`config.mk`:
```
export PLATFORM = sky130hd
export DESIGN_NAME = mem_datos_sync
export DESIGN_NICKNAME = d
export VERILOG_FILES = /design/src/rtl/mem_pkg.sv /design/src/rtl/mem_load_align.sv /design/src/rtl/mem_datos_sync.sv
export SDC_FILE = /design/constraint.sdc
export NUM_CORES = 2
export LEC_CHECK = 0
export CAP_MARGIN = 10
export CORE_MARGIN = 10
export CORE_UTILIZATION = 30
export CTS_CLUSTER_SIZE = 25
export DETAILED_ROUTE_END_ITERATION = 8
export SYNTH_ARGS = -nofsm -noshare
export SYNTH_HDL_FRONTEND = slang
export SYNTH_SLANG_ARGS = --single-unit
```
`constraint.sdc`:
```
create_clock -name clk -period 12.85 [get_ports clk]
set_input_delay 2.57 -clock clk [delete_from_list [all_inputs] [get_ports clk]]
set_output_delay 2.57 -clock clk [all_outputs]
set_load 0.01 [all_outputs]
```
`src/rtl/mem_pkg.sv`:
```
// Shared encodings and the store lane-mask helper for the data memory.
package mem_pkg;

  localparam int unsigned DATA_W = 32;
  localparam int unsigned LANES  = 4;

  typedef enum logic [1:0] {
    SZ_BYTE = 2'b00,
    SZ_HALF = 2'b01,
    SZ_WORD = 2'b10,
    SZ_ILL  = 2'b11
  } size_e;

  typedef enum logic {
    ST_CLEAR = 1'b0,
    ST_RUN   = 1'b1
  } state_e;

  // Byte lanes touched by a store of the given size at the given lane offset
  function automatic logic [LANES-1:0] lane_mask(input size_e size, input logic [1:0] lane);
    logic [LANES-1:0] m;
    m = '0;
    case (size)
      SZ_BYTE: m = 4'b0001 << lane;
      SZ_HALF: m = lane[1] ? 4'b1100 : 4'b0011;
      SZ_WORD: m = 4'b1111;
      default: m = '0;
    endcase
    return m;
  endfunction

endpackage

```
`src/rtl/mem_load_align.sv`:
```
// Right-aligns the selected byte/half of a memory word and extends it.
module mem_load_align
  import mem_pkg::*;
(
  input  logic [DATA_W-1:0] word,
  input  logic [1:0]        lane,
  input  size_e             size,
  input  logic              uns,
  output logic [DATA_W-1:0] data_c
);

  logic [7:0]  byte_c;
  logic [15:0] half_c;

  // Lane select followed by sign or zero extension
  always_comb begin
    byte_c = word[8*lane +: 8];
    half_c = lane[1] ? word[31:16] : word[15:0];
    data_c = word;
    case (size)
      SZ_BYTE: data_c = uns ? {24'h0, byte_c} : {{24{byte_c[7]}}, byte_c};
      SZ_HALF: data_c = uns ? {16'h0, half_c} : {{16{half_c[15]}}, half_c};
      default: data_c = word;
    endcase
  end

endmodule

```
`src/rtl/mem_datos_sync.sv`:
```
// Synchronous byte-addressed data memory with post-reset clear and error reporting.
module mem_datos_sync
  import mem_pkg::*;
#(
  parameter int unsigned DEPTH          = 64,
  parameter int unsigned ADDR_W         = 32,
  parameter bit          CLEAR_ON_RESET = 1'b1
) (
  input  logic              clk,
  input  logic              reset,
  input  logic              req_valid,
  output logic              req_ready,
  input  logic              req_we,
  input  logic [ADDR_W-1:0] req_addr,
  input  logic [1:0]        req_size,
  input  logic              req_unsigned,
  input  logic [31:0]       req_wdata,
  output logic              rsp_valid,
  output logic [31:0]       rsp_rdata,
  output logic              rsp_err,
  output logic              init_done
);

  localparam int unsigned AW = $clog2(DEPTH);

  logic [DATA_W-1:0] mem [DEPTH];

  state_e            state_q, state_d;
  logic [AW-1:0]     cnt_q;
  logic              clr_we_c, ready_d;

  size_e             size_c;
  logic [AW-1:0]     idx_c;
  logic [1:0]        lane_c;
  logic              acc_c, err_c, st_we_c;
  logic [LANES-1:0]  wmask_c;
  logic [DATA_W-1:0] bmask_c, wrep_c, rd_word_c, merged_c, ld_c;

  // State register
  always_ff @(posedge clk) begin
    if (reset) begin
      if (CLEAR_ON_RESET) state_q <= ST_CLEAR;
      else                state_q <= ST_RUN;
    end else begin
      state_q <= state_d;
    end
  end

  // Next state: leave CLEAR after the last word has been zeroed
  always_comb begin
    state_d = state_q;
    case (state_q)
      ST_CLEAR: if (cnt_q == AW'(DEPTH - 1)) state_d = ST_RUN;
      ST_RUN:   state_d = ST_RUN;
      default:  state_d = ST_RUN;
    endcase
  end

  // FSM outputs: clear-write strobe and next value of ready/done
  always_comb begin
    clr_we_c = 1'b0;
    ready_d  = 1'b0;
    if (state_q == ST_CLEAR && !reset) clr_we_c = 1'b1;
    if (state_d == ST_RUN) ready_d = 1'b1;
  end

  // Clear address counter
  always_ff @(posedge clk) begin
    if (reset)                   cnt_q <= '0;
    else if (state_q == ST_CLEAR) cnt_q <= cnt_q + AW'(1);
  end

  // Handshake status registers; init_done tracks ready since RUN is terminal
  always_ff @(posedge clk) begin
    if (reset) begin
      req_ready <= 1'b0;
      init_done <= 1'b0;
    end else begin
      req_ready <= ready_d;
      init_done <= ready_d;
    end
  end

  // Request decode, error check and store-data merge
  always_comb begin
    size_c    = size_e'(req_size);
    idx_c     = req_addr[AW+1:2];
    lane_c    = req_addr[1:0];
    acc_c     = req_valid && req_ready && !reset;
    err_c     = ((req_addr >> (AW + 2)) != '0) ||
                (size_c == SZ_ILL) ||
                (size_c == SZ_HALF && lane_c[0]) ||
                (size_c == SZ_WORD && lane_c != 2'b00);
    st_we_c   = acc_c && req_we && !err_c;
    wmask_c   = lane_mask(size_c, lane_c);
    bmask_c   = {{8{wmask_c[3]}}, {8{wmask_c[2]}}, {8{wmask_c[1]}}, {8{wmask_c[0]}}};
    case (size_c)
      SZ_BYTE: wrep_c = {4{req_wdata[7:0]}};
      SZ_HALF: wrep_c = {2{req_wdata[15:0]}};
      default: wrep_c = req_wdata;
    endcase
    rd_word_c = mem[idx_c];
    merged_c  = (rd_word_c & ~bmask_c) | (wrep_c & bmask_c);
  end

  mem_load_align u_align (
    .word   (rd_word_c),
    .lane   (lane_c),
    .size   (size_c),
    .uns    (req_unsigned),
    .data_c (ld_c)
  );

  // Storage array: clear sequencer has priority, then accepted stores
  always_ff @(posedge clk) begin
    if (clr_we_c)     mem[cnt_q] <= '0;
    else if (st_we_c) mem[idx_c] <= merged_c;
  end

  // One-cycle response pulse with registered load data
  always_ff @(posedge clk) begin
    if (reset) begin
      rsp_valid <= 1'b0;
      rsp_err   <= 1'b0;
      rsp_rdata <= '0;
    end else begin
      rsp_valid <= acc_c;
      rsp_err   <= acc_c && err_c;
      rsp_rdata <= (acc_c && !req_we && !err_c) ? ld_c : '0;
    end
  end

endmodule

```
==> impl_table.tex <==
\begin{tabular}{lr}
\hline
Metric & Value \\
\hline
\multicolumn{2}{l}{\textbf{Run status}} \\
\quad Status & complete, no violations \\
\multicolumn{2}{l}{\textbf{Drt}} \\
\quad DRC violations left & 0 \\
\quad Routed wire length & 227000 µm \\
\quad Remaining number of nets flagged by the antenna check after routing & 0 \\
\quad Detailed router's first-iteration violation count & 4427 \\
\quad Routed vias/inst & 5.20 \\
\quad Detailed-routing iteration count for the pre-antenna-repair pass & 5 \\
\quad Detail-routed net length per standard cell & 29.8 µm \\
\quad DR vias & 39519 \\
\multicolumn{2}{l}{\textbf{CTS}} \\
\quad Post-CTS setup-driven buffer insertion count & 0 \\
\quad Clock sink total & 2089 \\
\quad H-tree depth & 4 \\
\quad Clock transition time at the flip-flop clock pins of the worst setup and hold paths & 0.06 ns \\
\quad Clock root cell & sky130\_fd\_sc\_hd\_\_clkbuf\_16 \\
\quad Resize count post-CTS & 0 \\
\quad TritonCTS clock tree & yes \\
\quad Insertion delay to the later sink of the worst-skew pair & 0.86 ns \\
\quad CTS Hold Bufs & 0 \\
\quad Clock buffers created by TritonCTS & 207 \\
\quad Clock Tree Buf Depth & 3 \\
\multicolumn{2}{l}{\textbf{Setup path}} \\
\quad Critical path endpoint category & register \\
\quad Worst path top cell family by delay & simple AND/OR/NAND/NOR gates \\
\quad Largest driver fanout on the critical path & 26 \\
\quad Critical path arrival & 7.42 ns \\
\quad Logic depth of the worst register-to-register path & 9 \\
\quad Cell with the most instances on the worst path & sky130\_fd\_sc\_hd\_\_buf\_4 \\
\quad Startpoint type of the worst setup path & input pin \\
\quad CP bufs+invs & 4 \\
\quad Flop2flop setup slack & 7.88 ns \\
\quad Startpoint-to-endpoint class of the critical path & input pin to register \\
\quad Cell with the biggest individual delay on the critical path & sky130\_fd\_sc\_hd\_\_nor2\_4 \\
\quad Critical path data required time & 13.33 ns \\
\quad Cells along the critical path & clkdlybuf4s50\_1 -> buf\_4 -> nand2\_1 -> nand4\_1 -> nor4\_1 -> buf\_4 -> and2\_1 -> a22oi\_1 -> o32a\_1 -> nor2\_4 -> buf\_4 \\
\quad Count of cell instances traversed by the critical path & 11 \\
\quad Crit path largest cell delay & 0.89 ns \\
\multicolumn{2}{l}{\textbf{Power}} \\
\quad VDD IR-drop max & 0.0974 mV \\
\quad Clock power share & 42.6\% \\
\quad Power density normalized to cell area & 146 nW/µm² \\
\quad Switching part of the total & 20.9\% \\
\quad Switching power summed over all nets & 2.88 mW \\
\quad Standby leakage power & 25.3 nW \\
\quad Part of the power in combinational logic & 3.8\% \\
\quad Sequential share of power & 53.7\% \\
\quad Cell Int Power & 10.9 mW \\
\multicolumn{2}{l}{\textbf{STA}} \\
\quad RSZ-0062 raised after global routing & false \\
\quad Endpoints failing setup & 0 \\
\quad Final Max Slew Viols & 0 \\
\quad Final clock period utilization by the worst path & 54.0\% \\
\quad Worst slew margin & 14.7\% \\
\quad Max Clock Freq & 144 MHz \\
\quad Total count of hold-check failures in the final report & 0 \\
\quad Sum Neg Setup Slack & 0 ns \\
\quad Post-route clock skew & 0.0405 ns \\
\quad Fin crit period & 6.94 ns \\
\quad Pin slew with the least headroom to its limit & 1.27 ns \\
\multicolumn{2}{l}{\textbf{Placed design}} \\
\quad Half-perimeter wire length of the detailed placement result & 127000 µm \\
\quad Buffers added on ports & 106 \\
\quad Routability cong. & 0.876 \\
\multicolumn{2}{l}{\textbf{Synth}} \\
\quad Count of yosys warnings during synthesis & 0 \\
\quad Flop and latch count out of synthesis & 2089 \\
\quad Syn nets & 3682 \\
\quad Synth cell types & 61 \\
\quad Post-synth EDFFs & 2048 \\
\quad Post-synth ARST share & 0\% \\
\quad Post-Synthesis Cells & 3610 \\
\quad Sequential area share after synthesis & 76.7\% \\
\quad Syn avg cell area & 22.5 µm² \\
\quad Synthesized area & 81200 µm² \\
\quad Flip-flop cell with the highest count after synthesis & sky130\_fd\_sc\_hd\_\_edfxtp\_1 \\
\multicolumn{2}{l}{\textbf{Global routing}} \\
\quad Number of global-route vias before repair & 39924 \\
\quad Overflow after GRT & 0 \\
\quad First-pass GRT wire length & 318000 µm \\
\quad All-Layer GR Usage & 15.1\% \\
\quad Initial antenna violation count & 6 \\
\quad Largest net degree at the start of global routing & 117 \\
\multicolumn{2}{l}{\textbf{Floorplanning}} \\
\quad Die Footprint & 292000 µm² \\
\quad Starting density of the core & 30.2\% \\
\quad Cell Rows & 190 \\
\quad Die Span Y & 540 µm \\
\quad Number of top-level pins & 107 \\
\quad Core Footprint & 269000 µm² \\
\quad Horiz. Die Dim & 540 µm \\
\multicolumn{2}{l}{\textbf{Min path}} \\
\quad Worst hold path type & register to register \\
\quad Depth of the worst hold-timing path & 2 \\
\multicolumn{2}{l}{\textbf{Cells and area}} \\
\quad Layout net count & 3937 \\
\quad Final core utilization & 35.1\% \\
\quad Area overhead of the layout relative to synthesis & 16.2\% \\
\quad Fillers & 24611 \\
\quad Fraction of final layout cells with drive strength greater than 1 & 28.2\% \\
\multicolumn{2}{l}{\textbf{Flow run}} \\
\quad Max cap viols & 0 \\
\hline
\end{tabular}
## per-stage QoR
stage | power, mW | hold slack, ns | cell area (µm²) | worst slack (ns) | std cells
CTS | 13.9 | 0.588 | 94200 | 5.96 | 7584
global placement | 8.06 | 0.564 | 87600 | 5.02 | 7201
global route | 14.2 | 0.627 | 94400 | 5.76 | 7598
finish | 13.8 | 0.580 | 94400 | 5.91 | 7599
floorplan | 7.86 | 0.521 | 81200 | 4.95 | 3610
detailed placement | 8.06 | 0.570 | 87600 | 5.07 | 7201
## layout by cell type, fill, tap and decap left out, types with 14 or more instances in the layout
cell type	instances
sky130_fd_sc_hd__nor2_1	78
sky130_fd_sc_hd__a21oi_1	31
sky130_fd_sc_hd__buf_4	125
sky130_fd_sc_hd__o21ai_0	29
sky130_fd_sc_hd__a211oi_1	23
sky130_fd_sc_hd__edfxtp_1	2048
sky130_fd_sc_hd__clkbuf_16	209
sky130_fd_sc_hd__a22oi_1	57
sky130_fd_sc_hd__nor2_4	82
sky130_fd_sc_hd__mux2i_1	114
sky130_fd_sc_hd__mux2_2	21
sky130_fd_sc_hd__nand2_1	105
sky130_fd_sc_hd__bufinv_16	16
sky130_fd_sc_hd__clkinv_1	67
sky130_fd_sc_hd__mux4_2	583
sky130_fd_sc_hd__clkinv_2	27
sky130_fd_sc_hd__a21o_1	14
sky130_fd_sc_hd__clkbuf_1	42
sky130_fd_sc_hd__dfxtp_1	41
sky130_fd_sc_hd__clkdlybuf4s50_1	101
sky130_fd_sc_hd__o21ai_1	15
## cells in the mapped netlist (3+ instances only)
| cell | count | area share, % |
|---|---|---|
| sky130_fd_sc_hd__o22ai_1 | 13 | 0.10 |
| sky130_fd_sc_hd__xor2_1 | 3 | 0.032 |
| sky130_fd_sc_hd__a2111oi_0 | 4 | 0.043 |
| sky130_fd_sc_hd__clkbuf_1 | 70 | 0.32 |
| sky130_fd_sc_hd__a211oi_1 | 30 | 0.28 |
| sky130_fd_sc_hd__edfxtp_1 | 2048 | 76 |
| sky130_fd_sc_hd__nand3_1 | 13 | 0.080 |
| sky130_fd_sc_hd__or3_1 | 3 | 0.023 |
| sky130_fd_sc_hd__a22oi_1 | 57 | 0.53 |
| sky130_fd_sc_hd__o32a_1 | 3 | 0.037 |
| sky130_fd_sc_hd__nor4_1 | 8 | 0.062 |
| sky130_fd_sc_hd__mux4_2 | 583 | 16 |
| sky130_fd_sc_hd__o21ai_1 | 15 | 0.092 |
| sky130_fd_sc_hd__nand2_1 | 106 | 0.49 |
| sky130_fd_sc_hd__a21oi_1 | 34 | 0.21 |
| sky130_fd_sc_hd__nor2_1 | 162 | 0.75 |
| sky130_fd_sc_hd__nor3_1 | 10 | 0.062 |
| sky130_fd_sc_hd__a21o_1 | 14 | 0.13 |
| sky130_fd_sc_hd__buf_1 | 25 | 0.12 |
| sky130_fd_sc_hd__mux2i_1 | 114 | 1.4 |
| sky130_fd_sc_hd__a221oi_1 | 6 | 0.065 |
| sky130_fd_sc_hd__o22a_1 | 5 | 0.054 |
| sky130_fd_sc_hd__and3_1 | 5 | 0.039 |
| sky130_fd_sc_hd__mux2_2 | 21 | 0.29 |
| sky130_fd_sc_hd__and2_1 | 10 | 0.077 |
| sky130_fd_sc_hd__a311oi_1 | 14 | 0.15 |
| sky130_fd_sc_hd__o21ai_0 | 29 | 0.18 |
| sky130_fd_sc_hd__nand2b_1 | 4 | 0.031 |
| sky130_fd_sc_hd__inv_1 | 9 | 0.042 |
| sky130_fd_sc_hd__buf_4 | 40 | 0.37 |
| sky130_fd_sc_hd__dfxtp_1 | 41 | 1.0 |
| sky130_fd_sc_hd__buf_6 | 24 | 0.33 |
| sky130_fd_sc_hd__buf_2 | 40 | 0.25 |
| sky130_fd_sc_hd__a31oi_1 | 10 | 0.077 |
| sky130_fd_sc_hd__nor2b_1 | 6 | 0.046 |
## sequential cells by signal, indices dropped and copies added (netlist names)
register	flops
state_q	1
rsp_rdata	32
rsp_valid	1
cnt_q	6
rsp_err	1
mem	2048
## worst paths after layout
path,startpoint,end
setup reg to reg,state_q,mem[27][25]
hold / removal,cnt_q[0],cnt_q[0]
hold reg to reg,cnt_q[0],cnt_q[0]
setup / recovery,req_size[0],mem[27][25]
## layout make-up
class	count	area (µm²)	share of cell area (%)
tap	3552	4440	4.71
timing repair buffer	247	2360	2.50
multi-input combinational	1309	18600	19.7
sequential	2089	62300	66.0
antenna	8	20.0	0.0212
inverter	11	48.8	0.0517
clock buffer	251	5390	5.71
clock inverter	132	1190	1.27
## tightest hold or removal path, delay by kind of cell, from the launching register on
| kind | cells | cell delay (ns) |
|---|---|---|
| flip-flops | 1 | 0.34 |
| XOR/XNOR | 1 | 0.14 |
| AND/OR/NAND/NOR | 1 | 0.05 |
## power by group through the flow
stage / Combinational, mW / Sequential [mW] / Clock [mW]
final: 0.517 / 7.40 / 5.87
after global routing: 0.540 / 7.39 / 6.27
after CTS: 0.523 / 7.40 / 5.97
after detailed placement: 0.522 / 7.54 / 0
after global placement: 0.525 / 7.54 / 0
after floorplan: 0.321 / 7.54 / 0
## logic make-up (layout without fill, tap and decap cells)
group | after synthesis | after routing | share of synthesized area [%]
other | 0 | 8 | 0
multiplexers | 718 | 718 | 17.9
buffers and inverters | 212 | 641 | 1.48
adder cells (fa/ha/maj) | 1 | 1 | 0.0154
AND/OR/NAND/NOR | 335 | 335 | 1.73
flip-flops | 2089 | 2089 | 76.7
AO/OA/AOI/OAI | 250 | 250 | 2.11
XOR/XNOR | 5 | 5 | 0.0539
## per-layer routing
metal  GRT usage [%]  up-vias  share of wire [%]
li1                -    15871                  -
met1            20.0    21582                 40
met2            24.7     1692                 49
met3            2.23      372                6.6
met4            6.95        2                5.0
met5               0        -             0.0057
(Power assumes the default switching activity.)
